File: config.mk
export PLATFORM = sky130hd
export DESIGN_NAME = shift_add_multiplier_flat
export DESIGN_NICKNAME = d
export VERILOG_FILES = /design/src/rtl/shift_add_multiplier_if.sv /design/src/rtl/shift_add_multiplier.sv /design/src/flat_wrapper.sv
export SDC_FILE = /design/constraint.sdc
export NUM_CORES = 1
export LEC_CHECK = 0
export CAP_MARGIN = 20
export CORE_ASPECT_RATIO = 0.5
export CORE_UTILIZATION = 58
export CTS_CLUSTER_SIZE = 28
export DETAILED_ROUTE_END_ITERATION = 12
export PLACE_DENSITY = 0.88
export SETUP_SLACK_MARGIN = 0.1
export SLEW_MARGIN = 10
export SYNTH_ARGS = -nofsm -noshare
export SYNTH_HDL_FRONTEND = slang
export SYNTH_SLANG_ARGS = --single-unit
File: constraint.sdc
create_clock -name clk -period 3.9 [get_ports clk]
set_input_delay 0.78 -clock clk [delete_from_list [all_inputs] [get_ports clk]]
set_output_delay 0.78 -clock clk [all_outputs]
set_load 0.01 [all_outputs]
File: src/rtl/shift_add_multiplier_if.sv
// Start/done handshake bundle shared by the shift-and-add multiplier and its requester.
// The requester drives the operands and start; the multiplier returns status and the product.
interface shift_add_multiplier_if #(
    parameter int SIZE = 8
);
    logic                start;
    logic [SIZE-1:0]     multiplicand;
    logic [SIZE-1:0]     multiplier;
    logic                busy;
    logic                done;
    logic [2*SIZE-1:0]   product;

    modport master (
        output start,
        output multiplicand,
        output multiplier,
        input  busy,
        input  done,
        input  product
    );

    modport slave (
        input  start,
        input  multiplicand,
        input  multiplier,
        output busy,
        output done,
        output product
    );
endinterface

File: src/rtl/shift_add_multiplier.sv
// Sequential unsigned shift-and-add multiplier: one partial product per cycle,
// with an early exit when either operand is zero.
module shift_add_multiplier #(
    parameter int SIZE = 8
) (
    input  logic                  clk,
    input  logic                  reset,
    shift_add_multiplier_if.slave bus
);

    localparam int              CNT_W    = $clog2(SIZE + 1);
    localparam logic [CNT_W-1:0] CNT_INIT = CNT_W'(SIZE);
    localparam logic [CNT_W-1:0] CNT_ONE  = CNT_W'(1);

    typedef enum logic [1:0] {
        WAIT_FOR_START = 2'd0,
        CHECK_ZERO     = 2'd1,
        ADD_SHIFT      = 2'd2,
        DONE           = 2'd3
    } state_t;

    state_t              r_state;
    state_t              w_nextState;

    logic [SIZE-1:0]     r_multiplicand;
    logic [SIZE-1:0]     r_multiplier;
    logic [SIZE-1:0]     r_accHi;
    logic [SIZE-1:0]     r_accLo;
    logic [CNT_W-1:0]    r_count;
    logic [2*SIZE-1:0]   r_product;

    logic                w_zeroOperand;
    logic                w_lastStep;
    logic [SIZE:0]       w_sum;
    logic [SIZE-1:0]     w_stepHi;
    logic [SIZE-1:0]     w_stepLo;

    assign w_zeroOperand = (r_multiplicand == '0) || (r_multiplier == '0);
    assign w_lastStep    = (r_count == CNT_ONE);

    // One add-then-shift step: the carry out of the add becomes the new MSB of accHi.
    always_comb begin
        w_sum    = {1'b0, r_accHi};
        if (r_accLo[0]) begin
            w_sum = {1'b0, r_accHi} + {1'b0, r_multiplicand};
        end
        w_stepHi = w_sum[SIZE:1];
        w_stepLo = {w_sum[0], r_accLo[SIZE-1:1]};
    end

    always_ff @(posedge clk) begin
        if (reset) begin
            r_state <= WAIT_FOR_START;
        end else begin
            r_state <= w_nextState;
        end
    end

    always_comb begin
        w_nextState = WAIT_FOR_START;
        case (r_state)
            WAIT_FOR_START: begin
                w_nextState = bus.start ? CHECK_ZERO : WAIT_FOR_START;
            end
            CHECK_ZERO: begin
                w_nextState = w_zeroOperand ? DONE : ADD_SHIFT;
            end
            ADD_SHIFT: begin
                w_nextState = w_lastStep ? DONE : ADD_SHIFT;
            end
            DONE: begin
                w_nextState = WAIT_FOR_START;
            end
            default: begin
                w_nextState = WAIT_FOR_START;
            end
        endcase
    end

    // The product register is only written on the edge that enters DONE,
    // so it holds the previous result throughout a run.
    always_ff @(posedge clk) begin
        if (reset) begin
            r_multiplicand <= '0;
            r_multiplier   <= '0;
            r_accHi        <= '0;
            r_accLo        <= '0;
            r_count        <= '0;
            r_product      <= '0;
        end else begin
            case (r_state)
                WAIT_FOR_START: begin
                    if (bus.start) begin
                        r_multiplicand <= bus.multiplicand;
                        r_multiplier   <= bus.multiplier;
                    end
                end
                CHECK_ZERO: begin
                    r_accHi <= '0;
                    if (w_zeroOperand) begin
                        r_accLo   <= '0;
                        r_product <= '0;
                    end else begin
                        r_accLo <= r_multiplier;
                        r_count <= CNT_INIT;
                    end
                end
                ADD_SHIFT: begin
                    r_accHi <= w_stepHi;
                    r_accLo <= w_stepLo;
                    r_count <= r_count - CNT_ONE;
                    if (w_lastStep) begin
                        r_product <= {w_stepHi, w_stepLo};
                    end
                end
                default: begin
                end
            endcase
        end
    end

    assign bus.busy    = (r_state != WAIT_FOR_START);
    assign bus.done    = (r_state == DONE);
    assign bus.product = r_product;

endmodule

File: src/flat_wrapper.sv
// flat-port wrapper written by rule: the top's interface ports become plain ports
module shift_add_multiplier_flat 
#(
    parameter int SIZE = 8
)
  (clk, reset, bus_start, bus_multiplicand, bus_multiplier, bus_busy, bus_done, bus_product);
  shift_add_multiplier_if #(.SIZE(SIZE)) bus_i ();
  input  logic clk;
  input  logic reset;
  input wire logic [$bits(bus_i.start)-1:0] bus_start;
  input wire logic [$bits(bus_i.multiplicand)-1:0] bus_multiplicand;
  input wire logic [$bits(bus_i.multiplier)-1:0] bus_multiplier;
  output wire logic [$bits(bus_i.busy)-1:0] bus_busy;
  output wire logic [$bits(bus_i.done)-1:0] bus_done;
  output wire logic [$bits(bus_i.product)-1:0] bus_product;
  assign bus_i.start = bus_start;
  assign bus_i.multiplicand = bus_multiplicand;
  assign bus_i.multiplier = bus_multiplier;
  assign bus_busy = bus_i.busy;
  assign bus_done = bus_i.done;
  assign bus_product = bus_i.product;
  shift_add_multiplier #(.SIZE(SIZE)) u_core (.clk(clk), .reset(reset), .bus(bus_i));
endmodule
# --- Word level (Yosys, flattened, before mapping) ---
# Index checks and enable logic that the tools add are counted.
word_totals:
  ff_bits: 54
op_classes:
  add_sub_neg: 2
  n_eq_ne: 7
  muxes: 13
  reduce_logical: 9
ops:
  columns: ["operator", "n"]
  rows:
  - ["16-bit 2-to-1 mux", 2]
  - ["16-bit case mux with 2 select lines", 1]
  - ["8-bit case mux with 2 select lines", 2]
  - ["8-bit zero test", 2]
  - ["8-bit by 8-bit adder with 9-bit output", 1]
  - ["9-bit 2-to-1 mux", 1]
  - ["8-bit 2-to-1 mux", 1]
  - ["2-bit case mux with 4 select lines", 1]
  - ["4-bit case mux with 2 select lines", 1]
  - ["2-bit == test, second input constant", 2]
  - ["4-bit by 1-bit == test with 1-bit output, second input constant", 1]
  - ["4-bit 2-to-1 mux", 1]
  - ["2-bit by 1-bit inequality test with 1-bit output, second input constant", 2]
  - ["2-bit AND reduction", 2]
  - ["2-bit nonzero test", 2]
  - ["4-bit by 1-bit subtractor with 4-bit output, second input constant", 1]
  - ["1-bit 2-to-1 mux", 3]
  - ["3-bit AND reduction", 1]
  - ["2-bit by 1-bit == test with 1-bit output, second input constant", 1]
  - ["2-bit zero test", 1]
  - ["2-bit inequality test, second input constant", 1]
  - ["1-bit logical OR", 1]

# --- Depth between registers and ports, before layout ---
# Gate-level depths: netlist (run 1).
depth:
  ltp_word: 4
  ltp_mapped: 9

# --- Worst setup path before layout (run 1) ---
# OpenSTA, ideal clock, no wires.
synth_path:
  path_type: "reg-to-reg"
  startpoint: "register u_core.r_multiplicand[0]"
  endpoint: "register u_core.r_product[15] (netlist: u_core.bus.product[15])"
  t_arrival_ns: 1.837
  required_ns: 3.814
  slack_ns: 1.977
  path_stages_with_launch: 9
  n_path_buf: 0
  synth_period_minus_slack_ns: 1.923
  path_cell_list: "dfxtp_1 -> ha_1 -> inv_1 -> fa_1 -> nor2b_1 -> o31a_1 -> nor2_1 -> o31a_1 -> a211oi_1"
synth_between:
  elab_chain_len: 4
  elab_cells_between_ends: 8
synth_rtl:
  columns: ["item", "line_no", "source"]
  rows:
  - ["start: declaration", "shift_add_multiplier.sv:25", "logic [SIZE-1:0] r_multiplicand;"]
  - ["start signal: assignment", "shift_add_multiplier.sv:94", "r_multiplicand <= bus.multiplicand;"]
  - ["8-bit by 8-bit adder with 9-bit output / 8-bit zero test (equally long branches)", "shift_add_multiplier.sv:45, shift_add_multiplier.sv:38", null]
  - ["9-bit 2-to-1 mux / 1-bit logical OR (equally long branches)", "shift_add_multiplier.sv:44, shift_add_multiplier.sv:38", null]
  - ["16-bit 2-to-1 mux / 2-bit by 1-bit inequality test with 1-bit output (equally long branches)", null, null]
  - ["16-bit case mux with 2 select lines / 3-bit AND reduction (equally long branches)", null, null]
  - ["end signal: assignment", "shift_add_multiplier.sv:113", "r_product <= {w_stepHi, w_stepLo};"]
  - ["end: declaration", "shift_add_multiplier.sv:30", "logic [2*SIZE-1:0] r_product;"]
# Parallel ways exist; a longest one is shown, timed or not. The select of a mux whose other input is x is not followed.
# A chain may end at the register's enable or synchronous reset.

# --- Worst setup path after layout (run 1) ---
layout_path:
  startpoint: "register u_core.r_state[0]"
  endpoint: "register u_core.r_product[9] (netlist: u_core.bus.product[9])"
layout_between:
  elab_chain_len: 3
  elab_cells_between_ends: 7
layout_rtl:
  columns: ["item", "line_no", "source"]
  rows:
  - ["start: declaration", "shift_add_multiplier.sv:22", "state_t r_state;"]
  - ["start signal: assignment", "shift_add_multiplier.sv:55", "r_state <= w_nextState;"]
  - ["2-bit == test / 2-bit by 1-bit == test with 1-bit output (equally long branches)", "shift_add_multiplier.sv:91", "case (r_state)"]
  - ["2-bit by 1-bit inequality test with 1-bit output (no line) / 2-bit nonzero test (equally long branches)", null, null]
  - ["3-bit AND reduction (no line)", null, null]
# Parallel ways exist; a longest one is shown, timed or not.

==> results of run 1 <==
## power groups by stage
stage / logic [mW] / registers [mW] / clock network (mW)
3_3_place_gp: 0.846 / 0.815 / 0
5_1_grt: 0.982 / 0.833 / 0.427
6_report: 0.893 / 0.816 / 0.399
4_1_cts: 0.882 / 0.812 / 0.403
2_1_floorplan: 0.693 / 0.776 / 0
3_5_place_dp: 0.873 / 0.824 / 0
## flip-flops by register name (all words and copies together), names as in the netlist
signal / flops
u_core.bus.product: 16
u_core.r_accHi: 8
u_core.r_accLo: 8
u_core.r_multiplicand: 8
u_core.r_multiplier: 8
u_core.r_count: 4
u_core.r_state: 2
## path summary, 6_finish.rpt
kind	startpoint	slack [ps]	end
worst max-delay path	u_core.r_state[0]$_SDFF_PP0_	1040	u_core.bus.product[9]$_SDFFE_PP0P_
worst min-delay path	u_core.bus.product[6]$_SDFFE_PP0P_	460	u_core.bus.product[6]$_SDFFE_PP0P_
worst max register to register	u_core.r_state[0]$_SDFF_PP0_	1040	u_core.bus.product[9]$_SDFFE_PP0P_
worst min register to register	u_core.bus.product[6]$_SDFFE_PP0P_	460	u_core.bus.product[6]$_SDFFE_PP0P_
## stage by stage
step	total power [mW]	hold WS [ps]
floorplan	1.469	448.7
global placement	1.661	441.4
detailed placement	1.697	450.9
CTS	2.096	465.4
global route	2.242	492.7
finish	2.107	458.7
## cell usage in the layout (no fill, tap or decap), types with 4 or more instances in the layout
| cell | instances |
|---|---|
| ha_1 | 15 |
| clkbuf_8 | 6 |
| mux2i_1 | 7 |
| inv_1 | 15 |
| nor2_1 | 28 |
| a22oi_1 | 5 |
| a311oi_1 | 4 |
| a21oi_1 | 34 |
| nand2_1 | 56 |
| dfxtp_1 | 54 |
| clkdlybuf4s50_1 | 36 |
| nand3_1 | 12 |
| a211oi_1 | 18 |
| nor3_1 | 5 |
| o21ai_0 | 12 |
## cell families after synthesis
family,synth area share [%]
AOI/OAI and AO/OA,22.51
xor gates and xnor gates,0.3276
adders and majority gates,7.768
buffers and inverters,5.381
DFF,40.43
muxes,2.621
and+or+nand+nor,20.96
## routing by layer
metal	GRT usage [%]	up-vias	wire, µm	share of wire [%]
li1	-	1193	-	-
met1	31.76	1115	2704	44
met2	47.65	93	2935	48
met3	5.957	12	333	5.5
met4	9.596	0	109	1.8
met5	0	-	0	0
## worst max-delay path: stages, from the launching register on
cell	delay, ps
dfxtp_1	350
inv_1	110
ha_1	800
inv_1	430
o21ai_1	360
a31o_1	460
or3_1	200
a21oi_2	50
## layout make-up
class                      instances  area [µm²]
multi-input combinational        236        1449
fill                             351        1241
sequential                        54        1081
timing repair buffer              39       382.9
clock buffer                       6       82.58
tap                               57       71.32
inverter                          15       56.30
clock inverter                     2       38.79
==> impl_metrics.yaml, run 1 <==
worst_setup_path:
  cp.arrival_ps: 3070
  crit_path_start_kind: "register"
  cp-end-kind: "register"
  path_max_fanout: 28
  required_ps: 4110
  rr_worst_depth: 7
  crit_type: "reg -> reg"
global_route:
  antenna_found_initial: 0
  globalRouteOverflowTotal: 0
  grt.total_usage_pct: 26.65
  grt_pass1_vias: 2194
  grt_pass1_wl_um: 10120
  grt_max_degree: 29
yosys:
  synth_area_leaders: "dfxtp_1 40%, nand2_1 7.9%, ha_1 7.0%"
  synth_edf_count: 0
  synth_seq_cells: 54
  netlist_top_cells_count: "56 x nand2_1, 54 x dfxtp_1, 34 x a21oi_1"
  ys_warn_count: 0
  postSynthCellCount: 326
  synth_top_area_cell: "dfxtp_1"
  yosysTopAreaCellShare_pct: 40.43
  ys_seq_area_share_pct: 40.43
  syn-cell-area_um2: 2674
  synth_most_common_cell: "nand2_1"
  ys.flop_type: "dfxtp_1"
  synthesis.nets: 361
  async_flop_share_pct: 0
  yosysUniqueCellTypes: 45
  avgSynthCellArea_um2: 8.202
floorplan:
  ioPinCount: 37
  initial_core_util_pct: 60.73
  core_um2: 4403
  die-area_um2: 4902
  rows: 17
  fp.dieH_um: 50.01
  dieWidth_um: 98.02
sta:
  fin_crit_sh_pct: 73.32
  period_needed_ps: 2859
  slew_viol_final: 0
  tightest_slew_ps: 958.3
  slew_headroom_pct: 36.11
  finalSetupViolations: 0
  fin_tns_setup_ps: 0
  fmax_ghz: 0.3497
  rsz0062_at_grt: "no"
  fin_ws_ps: 1041
  finalClockSkew_ps: 17.04
  finalHoldViolations: 0
pwr:
  power_frac_comb_pct: 42.4
  p_int_mw: 1.227
  p_per_area_nw_per_um2: 666.5
  p_switching_uw: 880.2
  ir_drop_mv: 0.2834
  switching_share_pct: 41.77
  p_leak_nw: 1.131
  power_frac_seq_pct: 38.7
  clockPowerShare_pct: 18.9
clock_tree:
  worstSkewPairLatency_ps: 320
  cts_setup_buffers: 0
  root_buffer: "clkbuf_8"
  clk_pin_slew_ps: 100
  cts_resized: 0
  htree_levels: 2
  ctsHoldBuffers: 0
  cts_max_path_buffers: 2
  cts_sinks: 54
  cts-buffers-inserted: 5
  cts_tree: "done"
final_layout:
  design_area_um2: 3162
  synthToLayoutAreaGrowth_pct: 18.25
  drive_above_1_share_pct: 4.830
  layout.cells.non_filler: 409
  num-nets-final: 386
  fin_util_pct: 71.81
  diodes: 0
run:
  max_cap_viol_count: 0
detailed_routing:
  num_vias: 2413
  drt-pass1-iter-count: 9
  drc: 1
  wire_per_inst_um: 14.87
  avgViaCountPerCell: 5.900
  drtIter0Drc: 114
  ant_nets: 0
  drt-total-wl_um: 6083
place:
  place_ws_ps: 1113
  dp.cells: 401
  gp_congestion: 0.8698
  dpl-instance-area_um2: 3040
  dp_hpwl_um: 4384
  io_buffers: 36
hold_path:
  hp-class: "reg -> reg"
  whs_path_depth: 2
run_status:
  violations: "DRC"
  outcome: "complete, but fails checks"
Power figures use the tool's default switching activity.
==> run 2, diff against run 1 <==
CORE_UTILIZATION = 49   (was 58)
PLACE_DENSITY = 0.79   (was 0.88)
clock period = 2.5 ns   (was 3.9 ns; I/O delays follow)
==> run 2 against run 1 <==
Effect of this change: the run now ends clean; worst setup slack worse by 750 ps; register-to-register slack lost 750 ps; die area increased by 18%; cell count increased by 3.9%; non-clock buffer count up 3; routed wire length about the same; utilization is 9.2 points lower; via count is 0.33% lower; critical path type unchanged.
==> impl_metrics.yaml, run 2 (same netlist as run 1, synthesis figures left out) <==
pwr:
  p_switching_mw: 1.354
  p_per_area_nw_per_um2: 1024
  switching_share_pct: 41.53
  power_frac_seq_pct: 38.9
  p_int_mw: 1.907
  ir_drop_mv: 0.5428
  clockPowerShare_pct: 17.4
  p_leak_nw: 1.136
  power_frac_comb_pct: 43.7
floorplan:
  initial_core_util_pct: 52.53
  ioPinCount: 37
  core_um2: 5090
  die-area_um2: 5774
  fp.dieH_um: 54.24
  dieWidth_um: 106.5
  rows: 18
worst_setup_path:
  max_stage_delay_ps: 410
  crit_path_start_kind: "register"
  crit_buf_inv: 1
  path_delay_family: "compound AO/OA/AOI/OAI gates"
  worstPathCellList: "ha_1, inv_1, fa_1, nor2b_1, o31a_1, nor2_1, o31a_1, a211oi_1"
  cp-end-kind: "register"
  required_ps: 2710
  crit_type: "reg -> reg"
  critPathSlowestCell: "fa_1"
  path_max_fanout: 3
  cp_common_cell: "o31a_1"
  cp.arrival_ps: 2420
sta:
  slew_viol_final: 0
  finalClockSkew_ps: 11.01
  tightest_slew_ps: 709.9
  fin_tns_setup_ps: 0
  fmax_ghz: 0.4527
  finalHoldViolations: 0
  finalSetupViolations: 0
  slew_headroom_pct: 52.61
  period_needed_ps: 2209
  rsz0062_at_grt: "no"
  fin_crit_sh_pct: 88.36
run_status:
  outcome: "finished clean"
detailed_routing:
  avgViaCountPerCell: 5.659
  drc: 0
  wire_per_inst_um: 14.32
  drt-pass1-iter-count: 7
  ant_nets: 0
  drtIter0Drc: 96
  drt-total-wl_um: 6087
  num_vias: 2405
final_layout:
  design_area_um2: 3186
  layout.cells.non_filler: 425
  largest_reg_flops: 16
  fillers: 460
  final_cell_mix: "56 x nand2_1, 54 x dfxtp_1, 36 x clkdlybuf4s50_1, 34 x a21oi_1, 28 x nor2_1"
  drive_above_1_share_pct: 5.070
  multi_input_area_um2: 1449
  layout_commonest_cell: "nand2_1"
  synthToLayoutAreaGrowth_pct: 19.14
  num-nets-final: 389
  fin_util_pct: 62.59
  diodes: 0
  seq_area_um2: 1081
hold_path:
  hp-class: "reg -> reg"
place:
  dpl-instance-area_um2: 3079
  dp_hpwl_um: 4394
  gp_congestion: 0.9139
  io_buffers: 36
  dp.cells: 417
clock_tree:
  cts-buffers-inserted: 5
  cts_resized: 0
  cts_sinks: 54
  worstSkewPairLatency_ps: 300
  cts_max_path_buffers: 2
  cts_tree: "done"
  ctsHoldBuffers: 0
  cts_setup_buffers: 0
  clk_pin_slew_ps: 90
  root_buffer: "clkbuf_8"
  htree_levels: 2
run:
  max_cap_viol_count: 0
global_route:
  antenna_found_initial: 0
  grt_pass1_vias: 2206
  grt_pass1_wl_um: 9597
  grt.total_usage_pct: 21.55
  globalRouteOverflowTotal: 0
  grt_max_degree: 29
-- run 2: changes by cell type in the layout (fill, tap and decap cells not counted), sizes merged --
cell,change
buf,+3
clkbuf,+1
inv,-1
-- run 2: final timing paths --
path	endpoint	cells after the start	slack (ps)	start
max	u_core.r_accHi[7]$_SDFFE_PP0P_	8	290	u_core.r_multiplicand[0]$_SDFFE_PP0P_
max reg2reg	u_core.r_accHi[7]$_SDFFE_PP0P_	8	290	u_core.r_multiplicand[0]$_SDFFE_PP0P_
min reg2reg	u_core.bus.product[4]$_SDFFE_PP0P_	2	460	u_core.bus.product[4]$_SDFFE_PP0P_
min	u_core.bus.product[4]$_SDFFE_PP0P_	2	460	u_core.bus.product[4]$_SDFFE_PP0P_
-- run 2: cell type report --
type                            count  area share (%)
Tap cell                           70           2.749
Clock inverter                      1          0.9427
Sequential cell                    54           33.94
Multi-Input combinational cell    236           45.48
Timing Repair Buffer               42           12.73
Clock buffer                        7           2.396
Inverter                           15           1.767
-- run 2: metrics by stage --
step / total power, mW / hold slack [ps] / worst slack (ps)
2_1_floorplan: 2.291 / 448.7 / 577.2
3_3_place_gp: 2.621 / 441.3 / 491.8
3_5_place_dp: 2.688 / 446.7 / 328.7
4_1_cts: 3.262 / 459.8 / 300.7
5_1_grt: 3.486 / 493.0 / 192.6
6_report: 3.261 / 457.7 / 291.1
-- run 2: worst register-to-register path, stage by stage, from the launching register on --
cell and delay (ps):
dfxtp_1 400, ha_1 220, inv_1 60, fa_1 410, nor2b_1 210, o31a_1 170, nor2_1 70, o31a_1 330
a211oi_1 240
-- run 2: power by group through the flow --
stage / combinational, mW / clock [mW] / sequential [mW]
finish: 1.42 / 0.568 / 1.27
CTS: 1.42 / 0.580 / 1.26
global route: 1.58 / 0.610 / 1.29
global placement: 1.35 / 0 / 1.27
floorplan: 1.08 / 0 / 1.21
detailed placement: 1.41 / 0 / 1.28
-- run 2: metal layers --
metal	vias up	track usage [%]	share of wire [%]
met2	84	41.13	49
li1	1200	-	-
met5	-	0	0
met3	14	4.405	5.6
met4	0	6.393	1.1
met1	1107	25.47	44
